[config.mk]
export PLATFORM = sky130hd
export DESIGN_NAME = dance_input_ctrl
export DESIGN_NICKNAME = d
export VERILOG_FILES = /design/src/rtl/dance_input_ctrl.sv
export SDC_FILE = /design/constraint.sdc
export NUM_CORES = 1
export LEC_CHECK = 0
export ABC_CLOCK_PERIOD_IN_PS = 2700
export CAP_MARGIN = 0
export CORE_MARGIN = 8
export CORE_UTILIZATION = 60
export CTS_BUF_LIST = sky130_fd_sc_hd__clkbuf_8
export DETAILED_ROUTE_END_ITERATION = 7
export PLACE_DENSITY = 0.77
export SETUP_SLACK_MARGIN = 0.02
export SLEW_MARGIN = 20
export SYNTH_ARGS = -nofsm -noshare
export SYNTH_HDL_FRONTEND = slang
export SYNTH_SLANG_ARGS = --single-unit
[constraint.sdc]
create_clock -name Clock -period 2.7 [get_ports Clock]
set_clock_uncertainty 0.1 [all_clocks]
set_input_delay 0.54 -clock Clock [delete_from_list [all_inputs] [get_ports Clock]]
set_output_delay 0.54 -clock Clock [all_outputs]
set_load 0.005 [all_outputs]
[src/rtl/dance_input_ctrl.sv]
// dance_input_ctrl: input front end for the LED dance pattern engine.
// Synchronizes and debounces the raw switches and push-buttons, then produces
// enable/mode with a change strobe, a saturating speed level driven by key
// presses, and a one-cycle step tick from a speed-scaled divider.
module dance_input_ctrl #(
    parameter int DEB_CYCLES = 500000,
    parameter int DEB_W      = 19,
    parameter int BASE_DIV   = 6250000,
    parameter int DIV_W      = 23
) (
    input  logic       Clock,
    input  logic       Resetn,
    input  logic [3:0] SW,
    input  logic [1:0] KEY,
    output logic       enable,
    output logic [1:0] mode,
    output logic       mode_valid,
    output logic [1:0] speed,
    output logic       step
);

    // Raw bit layout used internally: {KEY[1:0], SW[3:0]}.
    // Keys are active-low, so their idle (released) level is 1.
    localparam logic [5:0]       IDLE_LEVEL = 6'b110000;
    localparam logic [DEB_W-1:0] DEB_LAST   = DEB_W'(DEB_CYCLES - 1);
    localparam logic [DIV_W-1:0] BASE_P     = DIV_W'(BASE_DIV);

    logic [5:0]       r_sync1;
    logic [5:0]       r_sync2;
    logic [5:0]       r_stable;
    logic [DEB_W-1:0] r_deb_cnt [6];
    logic             r_enable;
    logic [1:0]       r_mode;
    logic             r_mode_valid;
    logic [1:0]       r_key_prev;
    logic [1:0]       r_speed;
    logic [DIV_W-1:0] r_div;

    logic [1:0]       w_press;
    logic [1:0]       w_speed_next;
    logic             w_speed_chg;
    logic [DIV_W-1:0] w_period;
    logic             w_run;
    logic             w_div_last;

    // Two-flop synchronizer on every raw input bit.
    // NOTE: sequential state uses non-blocking (<=) so every flop samples pre-edge values.
    always_ff @(posedge Clock or negedge Resetn) begin
        if (!Resetn) begin
            r_sync1 <= IDLE_LEVEL;
            r_sync2 <= IDLE_LEVEL;
        end else begin
            r_sync1 <= {KEY, SW};
            r_sync2 <= r_sync1;
        end
    end

    // Per-bit debounce: accept a new level after DEB_CYCLES consecutive differing samples.
    // NOTE: the counter array is a handful of flops, not a RAM, so resetting it is cheap and keeps startup deterministic.
    always_ff @(posedge Clock or negedge Resetn) begin
        if (!Resetn) begin
            r_stable <= IDLE_LEVEL;
            for (int i = 0; i < 6; i++) begin
                r_deb_cnt[i] <= '0;
            end
        end else begin
            for (int i = 0; i < 6; i++) begin
                if (r_sync2[i] == r_stable[i]) begin
                    r_deb_cnt[i] <= '0;
                end else if (r_deb_cnt[i] == DEB_LAST) begin
                    r_stable[i]  <= r_sync2[i];
                    r_deb_cnt[i] <= '0;
                end else begin
                    r_deb_cnt[i] <= r_deb_cnt[i] + 1'b1;
                end
            end
        end
    end

    // Registered enable/mode; the strobe rises together with the first new value.
    always_ff @(posedge Clock or negedge Resetn) begin
        if (!Resetn) begin
            r_enable     <= 1'b0;
            r_mode       <= 2'd0;
            r_mode_valid <= 1'b0;
        end else begin
            r_enable     <= r_stable[0];
            r_mode       <= r_stable[2:1];
            r_mode_valid <= ({r_stable[0], r_stable[2:1]} != {r_enable, r_mode});
        end
    end

    // Previous debounced key levels, for press (1->0) edge detection.
    always_ff @(posedge Clock or negedge Resetn) begin
        if (!Resetn) begin
            r_key_prev <= 2'b11;
        end else begin
            r_key_prev <= r_stable[5:4];
        end
    end

    assign w_press = r_key_prev & ~r_stable[5:4];

    // Next speed: KEY[0] press raises, KEY[1] press lowers, both together cancel.
    // NOTE: assigning the default first means every path drives the output, so no latch is inferred.
    always_comb begin
        w_speed_next = r_speed;
        case (w_press)
            2'b01:   if (r_speed != 2'd3) w_speed_next = r_speed + 2'd1;
            2'b10:   if (r_speed != 2'd0) w_speed_next = r_speed - 2'd1;
            default: w_speed_next = r_speed;
        endcase
    end

    assign w_speed_chg = (w_speed_next != r_speed);

    // Speed level register; survives enable/freeze changes, cleared only by reset.
    always_ff @(posedge Clock or negedge Resetn) begin
        if (!Resetn) begin
            r_speed <= 2'd0;
        end else begin
            r_speed <= w_speed_next;
        end
    end

    assign w_period   = BASE_P >> r_speed;
    assign w_run      = r_enable & ~r_stable[3];
    assign w_div_last = (r_div == w_period - 1'b1);

    // Step divider: counts 0..P-1 while running, restarts on a speed change or when idle.
    always_ff @(posedge Clock or negedge Resetn) begin
        if (!Resetn) begin
            r_div <= '0;
        end else if (!w_run || w_speed_chg || w_div_last) begin
            r_div <= '0;
        end else begin
            r_div <= r_div + 1'b1;
        end
    end

    assign enable     = r_enable;
    assign mode       = r_mode;
    assign mode_valid = r_mode_valid;
    assign speed      = r_speed;
    assign step       = w_run & w_div_last;

endmodule
# After elaboration in Yosys (flattened, before gate mapping)
# Cells that the tools add are included.
[op_classes] eq_ne=18 n_bitwise=11 addsub=10 n_shift=1 n_mux=16 n_reduce_logical=10
[op_table] cell="$mux W19" count=12
[op_table] cell="$add A19 B1 Y19 const B" count=6
[op_table] cell="$eq A19 B19 Y1 const B" count=6
[op_table] cell="$add A23 B1 Y23 const B" count=1
[op_table] cell="$eq A23 B23 Y1" count=1
[op_table] cell="$mux W23" count=1
[op_table] cell="$shr A23 B2 Y23 const A" count=1
[op_table] cell="$sub A23 B1 Y23 const B" count=1
[op_table] cell="$reduce_and A2 Y1" count=6
[op_table] cell="$not A1 Y1" count=7
[op_table] cell="$eq A1 B1 Y1" count=6
[op_table] cell="$mux W2" count=2
[op_table] cell="$pmux W2 S2" count=1
[op_table] cell="$ne A3 B3 Y1" count=1
[op_table] cell="$add A2 B1 Y2 const B" count=1
[op_table] cell="$and A1 B1 Y1" count=2
[op_table] cell="$and A2 B2 Y2" count=1
[op_table] cell="$eq A2 B1 Y1 const B" count=1
[op_table] cell="$eq A2 B2 Y1 const B" count=1
[op_table] cell="$logic_or A1 B1 Y1" count=2
[op_table] cell="$ne A2 B2 Y1" count=1
[op_table] cell="$ne A2 B2 Y1 const B" count=1
[op_table] cell="$not A2 Y2" count=1
[op_table] cell="$reduce_bool A2 Y1" count=1
[op_table] cell="other kinds (2)" count=2
[word_totals] inputBits=8 ff_bits=163 elab_cells=86 output_inout_bits=7

# Logic depth before layout (Yosys ltp)
[logic_depth] depth_word=8 depth_mapped=9 depth_no_buf=8

# Worst setup path after synthesis
# OpenSTA, ideal clock, no wires.
[synth_path] path_kind="register -> output" from="register r_speed[0] (netlist: speed[0])" to="output step" setup_slack_ns=0.231 path_stages_with_launch=8 required_ns=2.060 t_arrival_ns=1.829 path_cell_list="dfrtp_1 > buf_2 > nand2_2 > ha_1 > xor2_1 > nand3_1 > or3_1 > nor4_2"
[synth_between] elab_chain_len=4
[synth_lines] item="start, declared" line="36" text="logic [1:0] r_speed;"
[synth_lines] item="start signal, assigned" line="122" text="r_speed <= w_speed_next;"
[synth_lines] item="$shr A23 B2 Y23" line="126" text="assign w_period = BASE_P >> r_speed;"
[synth_lines] item="$sub A23 B1 Y23" line="128" text="assign w_div_last = (r_div == w_period - 1'b1);"
[synth_lines] item="$eq A23 B23 Y1" line="128"
[synth_lines] item="$and A1 B1 Y1" line="145" text="assign step = w_run & w_div_last;"
[synth_lines] item="end, declared" line="19" text="output logic step"
# No other way between the ends.

# Worst setup path after layout
# Same ends and word-level chain as after synthesis.

==> out/summary.txt <==
Setup CP Type = reg -> out
initial drt markers = 411
Via-to-Cell Ratio = 5.60
worst-case clock buffer depth = 2
register area share after synthesis = 51.9%
PwrDens = 515 nW/µm²
total of max-cap violations = 0
core area = 13,000 µm²
CTS Root Cell = clkbuf_8
crit path time final = 2.84 ns
fin. max-slew vios = 0
post-synth top area cell = dfrtp_1
DRC viols = 0
crit-path cells = inv_2 > nand2_4 > ha_4 > xor2_1 > nand3_1 > or3_4 > nor4_2 > buf_2
WL final = 14,700 µm
Placed Area = 8310 µm²
drt first pass iters = 5
Die H = 131 µm
P_leak = 3.69 nW
Power Total = 0.00453 W
Die Span X = 131 µm
final instance area = 8790 µm²
hold depth = 0
Synth Register Bits = 163
CP Capture Type = output port
fin worst setup slack = -0.141 ns
ranking of synthesized cells by area = dfrtp_1 (49%), xor2_1 (8.3%), nor2_1 (7.2%)
I/O Pins = 15
Synth Flop Type = dfrtp_1
Max Clock Freq = 0.352 GHz
Worst Hold Class = reg -> reg
CTS tree = built
Worst EP required = 2.06 ns
GRT Overall Usage = 19.1%
# diodes = 0
share of flip-flops with an asynchronous set or reset = 100%
final period utilization = 105%
critical path data arrival time = 2.20 ns
hold worst-path end = r_sync2[2]
commonest non-fill, non-tap cell in the layout = dfrtp_1
worst vdd ir = 563 µV
worst slew pin tran = 0.762 ns
fin util = 67.4%
final hold vios = 0
Post-synth EDFFs = 0
worst r2r src = speed[1]
failing checks = negative setup slack
reg-to-reg slack, setup = 0.31 ns
capturing point of the worst reg2reg path = r_div[19]
worst-case reg-to-reg path depth = 9
vias = 5,633
Max-slew headroom = 49.2%
routed length per placed instance = 14.6 µm
vias in the first global route = 5,677
worst-skew pair later-pin latency = 0.46 ns
Worst-path clk slew = 0.08 ns
Post-DRT Antenna Nets = 0
Syn Inst Count = 779
clock sinks = 163
gpl congestion = 0.882
largest net degree at the start of global routing = 62
Netlist cell types = 53
status = complete, but fails checks
DP HPWL = 10,100 µm
Final Setup Violations = 1
total grt overflow = 0
# H-tree levels = 4
share of layout cells above drive strength 1 = 11.6%
initial antenna violation count = 0
CP max stage cell = dfrtp_2
number of port buffers = 14
first-pass GRT wire length = 26,000 µm
initial cell density of the core = 60.5%
Final #Nets = 835
Avg Inst Size Synth = 10.1 µm²
CP Launch Type = register
commonest non-fill, non-tap cells in the layout = dfrtp_1 (153), nor2_1 (151), xor2_1 (75), xnor2_1 (59), nand2_1 (55)
DIE AREA = 17,100 µm²
Synth Cell Area = 7890 µm²
syn nets = 797
number of cell rows = 42
P&R area growth vs syn = 11.5%
RSZ-0062 raised after global routing = true
CTS Buf Count = 17
dpl ws = -0.218 ns
post-synth top area share = 49.2%
crit-path max FO = 4
Synth Warn # = 0
CP max stage delay = 0.44 ns
hold path start = r_sync1[2]
[logic make-up after synthesis]
family,count (synthesis),share of synthesized area [%]
simple gates,409,26.3
flops,163,51.9
xor+xnor,134,14.9
buf+inv,40,2.59
compound gates,16,1.84
fa+ha+maj,10,1.59
mux,7,0.984
[power breakdown]
group	leakage (nW)	internal (W)	total, W	switching [W]
logic	1.26	0.0000448	0.000142	0.0000975
clock network	0.218	0.000955	0.00188	0.000929
registers	2.21	0.00247	0.00250	0.0000276
total	3.69	0.00347	0.00453	0.00105
[timing repair]
action,in CTS,in global routing
pin swaps,5,0
gates resized for setup,8,3
hold buffers,1,0
buffers inserted,2,1
endpoints found under the setup margin,1,1
hold endpoints to repair,52,0
[worst max-delay path by stage]
stage | start | cells after the start | end
2_1_floorplan | speed[0] | 7 | step
3_3_place_gp | speed[1] | 6 | step
3_5_place_dp | speed[1] | 6 | step
4_1_cts | speed[0] | 8 | step
5_1_grt | speed[0] | 8 | step
6_report | speed[0] | 8 | step
[state kept, by name, summed over array words and instances, names as in the netlist]
| register | cells |
|---|---|
| r_stable | 6 |
| r_sync2 | 6 |
| r_sync1 | 6 |
| enable | 1 |
| r_key_prev | 2 |
| speed | 2 |
| r_div | 23 |
| r_deb_cnt | 114 |
| mode | 2 |
| mode_valid | 1 |
[area by class of cell]
class | count | area [µm²]
fillers | 1025 | 4240
flip-flops and latches | 163 | 4090
multi-input cells | 576 | 3620
repair buffers | 41 | 367
clock buffers | 18 | 248
well taps | 176 | 220
clock inverters | 14 | 178
inverters | 18 | 67.6
[cell usage after synthesis, types with 3 or more instances]
cell / count
nor4_2: 6
o21ai_0: 3
inv_1: 17
buf_6: 4
or2_2: 3
nand3_1: 50
and3_1: 13
nor2_1: 151
nor3_1: 38
dfrtp_1: 155
nand4_1: 30
nand2b_1: 10
mux2_2: 6
nor4b_1: 6
nand2_1: 56
xnor2_1: 59
nor4_1: 11
xor2_1: 75
buf_4: 3
buf_2: 10
clkbuf_1: 5
ha_1: 10
dfstp_2: 8
and4_1: 15
[per-layer routing]
| layer | wire length (µm) | vias up | part of all wire (%) | global-route usage [%] |
|---|---|---|---|---|
| met4 | 250 | 0 | 1.7 | 8.98 |
| met2 | 7290 | 104 | 49 | 30.9 |
| li1 | - | 2722 | - | - |
| met3 | 503 | 26 | 3.4 | 4.14 |
| met1 | 6690 | 2781 | 45 | 24.2 |
| met5 | 0 | - | 0 | 0 |
[critical path: cells and delay by family (launching register included)]
kind / cells / cell delay, ns
simple gates: 4 / 0.67
xor+xnor: 1 / 0.14
flops: 1 / 0.44
fa+ha+maj: 1 / 0.26
buf+inv: 2 / 0.24
[per-stage QoR]
step / hold WS [ns] / std cells / TNS, ns
after floorplan: 0.144 / 779 / 0
after global placement: 0.234 / 970 / -0.199
after detailed placement: 0.238 / 970 / -0.218
after CTS: 0.258 / 1005 / -0.201
after global routing: 0.262 / 1006 / -0.245
final: 0.253 / 1006 / -0.141
(Power assumes the default switching activity.)
